===== config.mk =====
export PLATFORM = sky130hd
export DESIGN_NAME = trg_out_ctrl_mc
export DESIGN_NICKNAME = d
export VERILOG_FILES = /design/src/rtl/trg_out_ctrl_mc.sv
export SDC_FILE = /design/constraint.sdc
export NUM_CORES = 1
export LEC_CHECK = 0
export CAP_MARGIN = 5
export CORE_MARGIN = 4
export CORE_UTILIZATION = 45
export CTS_CLUSTER_SIZE = 25
export DETAILED_ROUTE_END_ITERATION = 8
export PLACE_DENSITY = 0.86
export SYNTH_ARGS = -nofsm -noshare
export SYNTH_HDL_FRONTEND = slang
export SYNTH_SLANG_ARGS = --single-unit

===== constraint.sdc =====
create_clock -name clk_in -period 1.9 [get_ports clk_in]
set_input_delay 0.38 -clock clk_in [delete_from_list [all_inputs] [get_ports clk_in]]
set_output_delay 0.38 -clock clk_in [all_outputs]
set_load 0.005 [all_outputs]

===== src/rtl/trg_out_ctrl_mc.sv =====
// Multi-source trigger output controller: merges enabled trigger edges, gates them on busy,
// drives a normal or ID-check pulse on the active-low FEE lines, then enforces dead time.
module trg_out_ctrl_mc #(
    parameter int N_SRC           = 3,
    parameter int N_BUSY          = 2,
    parameter int N_OUT           = 14,
    parameter int TRG_PULSE_WIDTH = 20,
    parameter int CHK_PULSE_WIDTH = 50,
    parameter int CHK_MOD_W       = 12,
    parameter int DT_W            = 8,
    parameter int CNT_W           = 16
) (
    input  logic              clk_in,
    input  logic              rst_in,
    input  logic [N_SRC-1:0]  trg_src_in,
    input  logic [N_SRC-1:0]  src_enb_in,
    input  logic              trg_enb_in,
    input  logic [N_BUSY-1:0] busy_syn_in,
    input  logic [N_BUSY-1:0] busy_mask_in,
    input  logic              pmu_busy_in,
    input  logic [DT_W-1:0]   trg_dead_time_in,
    output logic              eff_trg_out,
    output logic [N_OUT-1:0]  trg_out_N,
    output logic [N_SRC-1:0]  trg_src_latch_out,
    output logic [CNT_W-1:0]  eff_trg_cnt_out,
    output logic [CNT_W-1:0]  lost_trg_cnt_out,
    output logic              daq_busy_out
);
    localparam int PW_MAX = (CHK_PULSE_WIDTH > TRG_PULSE_WIDTH) ? CHK_PULSE_WIDTH : TRG_PULSE_WIDTH;
    localparam int PW_W   = $clog2(PW_MAX + 1);
    // One down-counter serves both the pulse width and the dead time.
    localparam int C_W    = (PW_W > DT_W) ? PW_W : DT_W;

    typedef enum logic [1:0] {S_IDLE, S_PULSE, S_DEAD} state_t;

    state_t            r_state, w_state_nxt;
    logic [N_SRC-1:0]  r_prev, w_edge;
    logic [CNT_W-1:0]  w_eff_cnt_inc;
    logic [C_W-1:0]    r_cnt;
    logic [DT_W-1:0]   r_dt;
    logic              w_busy, w_accept, w_reject, w_chk;

    assign w_edge        = trg_src_in & ~r_prev & src_enb_in;
    assign w_busy        = (|(busy_syn_in & ~busy_mask_in)) | pmu_busy_in;
    assign w_accept      = (|w_edge) & trg_enb_in & ~w_busy & (r_state == S_IDLE);
    assign w_reject      = (|w_edge) & trg_enb_in & ~w_accept;
    assign w_eff_cnt_inc = eff_trg_cnt_out + 1'b1;
    assign w_chk         = (w_eff_cnt_inc[CHK_MOD_W-1:0] == '0);

    always_comb begin
        w_state_nxt = r_state;
        case (r_state)
            S_IDLE:  if (w_accept) w_state_nxt = S_PULSE;
            S_PULSE: if (r_cnt == C_W'(1)) w_state_nxt = (r_dt != '0) ? S_DEAD : S_IDLE;
            S_DEAD:  if (r_cnt == C_W'(1)) w_state_nxt = S_IDLE;
            default: w_state_nxt = S_IDLE;
        endcase
    end

    always_ff @(posedge clk_in) begin
        if (rst_in) begin
            r_state           <= S_IDLE;
            r_prev            <= '0;
            r_cnt             <= '0;
            r_dt              <= '0;
            eff_trg_out       <= 1'b0;
            trg_out_N         <= '1;
            trg_src_latch_out <= '0;
            eff_trg_cnt_out   <= '0;
            lost_trg_cnt_out  <= '0;
            daq_busy_out      <= 1'b0;
        end else begin
            r_state      <= w_state_nxt;
            r_prev       <= trg_src_in;
            eff_trg_out  <= w_accept;
            // Lines are registered off the next state so they switch with the FSM, glitch-free.
            trg_out_N    <= {N_OUT{w_state_nxt != S_PULSE}};
            daq_busy_out <= w_busy | (r_state != S_IDLE);

            if (w_accept) begin
                eff_trg_cnt_out   <= w_eff_cnt_inc;
                trg_src_latch_out <= w_edge;
                r_dt              <= trg_dead_time_in;
                r_cnt             <= w_chk ? C_W'(CHK_PULSE_WIDTH) : C_W'(TRG_PULSE_WIDTH);
            end else if (r_state == S_PULSE) begin
                r_cnt <= (r_cnt == C_W'(1)) ? C_W'(r_dt) : r_cnt - 1'b1;
            end else if (r_state == S_DEAD) begin
                r_cnt <= r_cnt - 1'b1;
            end

            if (w_reject && (lost_trg_cnt_out != '1))
                lost_trg_cnt_out <= lost_trg_cnt_out + 1'b1;
        end
    end
endmodule


# Word level (Yosys, flattened, before mapping)
# Cells that the tools add are included.
# totals
register_bits	59
latch_bits	0
ram_bits	0
mem_bits_ro	0
inputBits	22
out_inout_bits	51
elab_cells	49
memories	0
# op_classes
n_addsub	3
n_mul	0
n_div	0
magnitude_cmp	0
eq_ne	5
shift	0
muxes	10
n_bitwise	13
reduce_logical	8
# op_table
operator	n
adder 16 x 1 -> 16 bit, second input constant	2
2-to-1 mux 8 bit	4
inequality test 16 bit, second input constant	1
zero test 12 bit	1
equality test 8 x 1 -> 1 bit, second input constant	1
2-to-1 mux 2 bit	4
nonzero test 8 bit	1
subtractor 8 x 1 -> 8 bit, second input constant	1
AND 3 bit	2
2-to-1 mux 6 bit	1
case mux 2 bit (3 select lines)	1
AND 1 bit	4
NOT 3 bit	1
nonzero test 3 bit	1
OR reduction 3 bit	1
AND 2 bit	1
equality test 2 x 1 -> 1 bit, second input constant	1
equality test 2 bit, second input constant	1
zero test 2 bit	1
inequality test 2 x 1 -> 1 bit, second input constant	1
NOT 1 bit	2
NOT 2 bit	1
OR 1 bit	2
nonzero test 2 bit	1
other kinds (2)	2

# Longest topological paths before layout
# depth
word_depth	10
depth_mapped	8
ltp_nobuf	7

# Least setup slack after synthesis
# OpenSTA, ideal clock, no wires.
# synth_path
kind	input to register
from	input busy_syn_in[0]
to	register lost_trg_cnt_out[14]
setup_time_ps	70
t_arrival_ps	1986
required_time_ps	1830
path_slack_ps	-156
stages	7
path_buffers	2
path_cell_list	inv_1 > o221a_2 > buf_4 > or4b_1 > buf_2 > or4_1 > a21oi_1
# synth_via
elab_chain_len	9
# synth_lines
element	line_no	rtl
start, declared	18	input logic [N_BUSY-1:0] busy_syn_in,
AND 2 bit	44	assign w_busy = (|(busy_syn_in & ~busy_mask_in)) | pmu_busy_in;
OR reduction 2 bit	44	
OR 1 bit	44	
NOT 1 bit	45	assign w_accept = (|w_edge) & trg_enb_in & ~w_busy & (r_state == S_IDLE);
AND 1 bit (2 in a row)	45	
NOT 1 bit	46	assign w_reject = (|w_edge) & trg_enb_in & ~w_accept;
AND 1 bit	46	
logical AND 1 bit	91	if (w_reject && (lost_trg_cnt_out != '1))
end signal, assigned	92	lost_trg_cnt_out <= lost_trg_cnt_out + 1'b1;
end, declared	26	output logic [CNT_W-1:0] lost_trg_cnt_out,
# No other way between the ends.
# A chain may end at the register's enable or synchronous reset.

# Worst setup path after layout
# layout_path
from	register r_prev[1]
to	register lost_trg_cnt_out[8]
# layout_via
elab_chain_len	10
# layout_lines
element	line_no	rtl
start, declared	37	logic [N_SRC-1:0] r_prev, w_edge;
start signal, assigned	74	r_prev <= trg_src_in;
NOT 3 bit (*)	43	assign w_edge = trg_src_in & ~r_prev & src_enb_in;
AND 3 bit (*) (2 in a row)	43	
OR reduction 3 bit (*)	45, 46	
AND 1 bit (*)	45, 46	
AND 1 bit (2 in a row)	45	
NOT 1 bit	46	
AND 1 bit (*)	46	
logical AND 1 bit (*)	91	
# Mark *: on every way between the ends. The rest lies on a longest branch, timed or not.

==> impl_metrics.csv <==
group,metric,value,unit
outcome,status,"finished, violations left",
outcome,failed_checks,"setup timing",
timing,finalClockSkew,3.12,ps
logic_synthesis,avgSynthCellArea,8.24,um^2
logic_synthesis,async_flop_share,0,%
cts,cts_buffer_depth,2,
grt,grt_overflow,0,
timing,hold_violations,0,
logic_synthesis,synth_edf_count,0,
floorplanning,fp.dieW,90.3,um
grt,grt_usage,20.2,%
critical_path,startpoint_type,"flop",
power,leakage,1.64,nW
finish,layout.cells.non_filler,556,
logic_synthesis,yosysUniqueCellTypes,54,
drt,wl,8960,um
floorplanning,coreArea,6460,um^2
logic_synthesis,yosysWarningCount,0,
critical_path,path_buf_inv,2,
logic_synthesis,syn_nets,397,
timing,worst_slack,-129,ps
timing,fin_crit,2030,ps
logic_synthesis,synth_seq_cells,59,
critical_path,critPathKind,"flop to flop",
finish,layout-drive-gt1-share,23.2,%
timing,holdWs,380,ps
floorplanning,initial_core_util,47.2,%
hold_path,holdCritPathClass,"input pin to flop",
finish,final_cell_mix,"59 x clkdlybuf4s50_1, 51 x dfxtp_1, 49 x buf_4",
power,report.power.total,2.84,mW
timing,final.period_utilization,107,%
critical_path,crit_required,2120,ps
critical_path,cp_max_fo,4,
floorplanning,die-area,8160,um^2
timing,fmax,493,MHz
cts,clk_latency,340,ps
timing,slew_violations,0,
placement,gp_congestion,0.888,
floorplanning,row_count,29,
timing,relSlewSlack,60.3,%
floorplanning,ios,73,
cts,h-tree-depth,3,
drt,vias,3198,
finish,antenna_cells,0,
critical_path,cp.arrival,2250,ps
placement,hpwl,5950,um
drt,first_pass_iters,6,
grt,grt_pass1_wl,13800,um
logic_synthesis,ys.flop_type,"dfxtp_1",
drt,route.detailed.drc,0,
finish,final_nets,501,
finish,area_growth,45.3,%
placement,dp.cells,535,
critical_path,path_cells,"nand4b_1 > and3_4 > or4b_4 > buf_6 > buf_4 > o21ai_0 > a21oi_2",
timing,worst_pin_slew,590,ps
floorplanning,die-height,90.3,um
placement,dpl_cell_area,4060,um^2
cts,clock_sinks,59,
timing,finalSetupViolCount,8,
cts,root_buffer,"clkbuf_8",
drt,via_per_inst,5.75,
cts,clkSlewWorstSetupHoldPaths,70,ps
logic_synthesis,synth_cells,370,
logic_synthesis,seq_area_frac_synth,38.7,%
power,vdd_drop_max,0.414,mV
critical_path,end_kind,"flop",
drt,drtIter0Drc,237,
critical_path,critical_path.max_stage_delay,540,ps
cts,cts_tree,"built",
finish,stdcell_area,4430,um^2
cts,ctsHoldBuffers,0,
drt,wl_per_cell,16.1,um
logic_synthesis,syn_area,3050,um^2
finish,final_common_cell,"clkdlybuf4s50_1",
critical_path,slowest_stage,"or4b_4",
grt,antenna_found_initial,0,
drt,postRouteAntennaNets,0,
grt,grt_pass1_vias,3051,
cts,cts_buffers,9,
power,power.density,640,nW/um^2
critical_path,path_delay_family,"simple AND/OR/NAND/NOR gates",
job,drv_cap,0,
grt,grt_start_max_net_pins,22,
timing,rsz0062_at_grt,"true",
placement,portBuffers,72,
[repair_timing]
item / in CTS / in global routing
hold endpoints to repair: 0 / 0
gates resized for setup: 20 / 35
setup buffers: 5 / 1
pin swaps: 13 / 15
cloned: 0 / 1
setup endpoints to repair: 14 / 38
[worst reg2reg max path: cells and delay by family (launching register included)]
kind / cells / cell delay [ps]
AOI/OAI and AO/OA: 2 / 350
DFF: 1 / 320
and+or+nand+nor: 3 / 950
buffers and inverters: 2 / 280
[synth_stat cells, types with 3 or more instances]
cell type  instances  area (um^2)
and4_1             3         26.3
nand2_1           38          143
nor2b_1            5         31.3
buf_4             16          120
xnor2_1           16          140
nor4b_1            3         26.3
o31ai_1            4         30.0
nand4_1            6         37.5
dfxtp_1           59         1180
nor3_1             8         40.0
clkbuf_1          15         56.3
nor2_1            30          113
or3_1              9         56.3
nor4_1             8         50.1
a2111oi_0          5         43.8
mux2i_1            3         30.0
nand3_1           19         95.1
o21ai_0           15         75.1
nand4b_1           6         52.6
ha_1               5         62.6
xor2_1             6         52.6
and3_1             5         31.3
a21oi_1           31          155
a211oi_1           3         22.5
inv_1             12         45.0
or4_1              5         37.5
[layout make-up]
type | instances | area (um^2)
multi-input cells | 265 | 1770
inverters | 12 | 47.5
clock buffers | 11 | 141
flip-flops and latches | 59 | 1190
well taps | 77 | 96.3
repair buffers | 127 | 1140
clock inverters | 5 | 52.6
fillers | 482 | 2030
[flip-flops by register name, indices dropped and copies added, names as in the netlist]
signal / count
eff_trg_cnt_out: 16
lost_trg_cnt_out: 16
r_cnt: 8
r_dt: 8
r_prev: 3
trg_src_latch_out: 3
r_state: 2
daq_busy_out: 1
eff_trg_out: 1
trg_out_N: 1
[metrics by stage]
step	util, %	setup WS (ps)	setup TNS [ps]
6_report	68.6	-129	-424
5_1_grt	68.6	-218	-1400
4_1_cts	66.7	-116	-277
3_5_place_dp	62.8	-677	-15780
3_3_place_gp	62.8	-614	-12370
2_1_floorplan	-	-121	-406
[logic make-up after synthesis]
kind of cell               share of synthesized area (%)
and+or+nand+nor                                     27.4
AOI/OAI and AO/OA                                   16.0
DFF                                                 38.7
buffers and inverters                               8.08
xor gates and xnor gates                            6.32
adders and majority gates                           2.05
muxes                                               1.35
[per-layer routing]
| layer | up-vias | part of all wire [%] | track usage (%) |
|---|---|---|---|
| li1 | 1531 | - | - |
| met1 | 1485 | 40 | 23.0 |
| met2 | 146 | 50 | 35.3 |
| met3 | 36 | 6.5 | 4.58 |
| met4 | 0 | 2.8 | 10.1 |
| met5 | - | 0 | 0 |
[worst paths after layout]
path,from,end,slack [ps],cells after the start
worst min-delay path,rst_in,r_state[1]$_SDFF_PP0_,380,2
worst max-delay path,r_prev[1]$_SDFF_PP0_,lost_trg_cnt_out[8]$_SDFFE_PP0P_,-130,7
worst max register to register,r_prev[1]$_SDFF_PP0_,lost_trg_cnt_out[8]$_SDFFE_PP0P_,-130,7
worst min register to register,trg_src_latch_out[1]$_SDFFE_PP0P_,trg_src_latch_out[1]$_SDFFE_PP0P_,460,2
[report_power, final]
part           switching, mW  internal [mW]  leakage (nW)
combinational          0.190          0.210          1.06
clock                  0.495          0.634        0.0991
sequential            0.0373           1.27         0.481
total                  0.722           2.11          1.64
No activity file was read; power rests on OpenSTA's default activity.
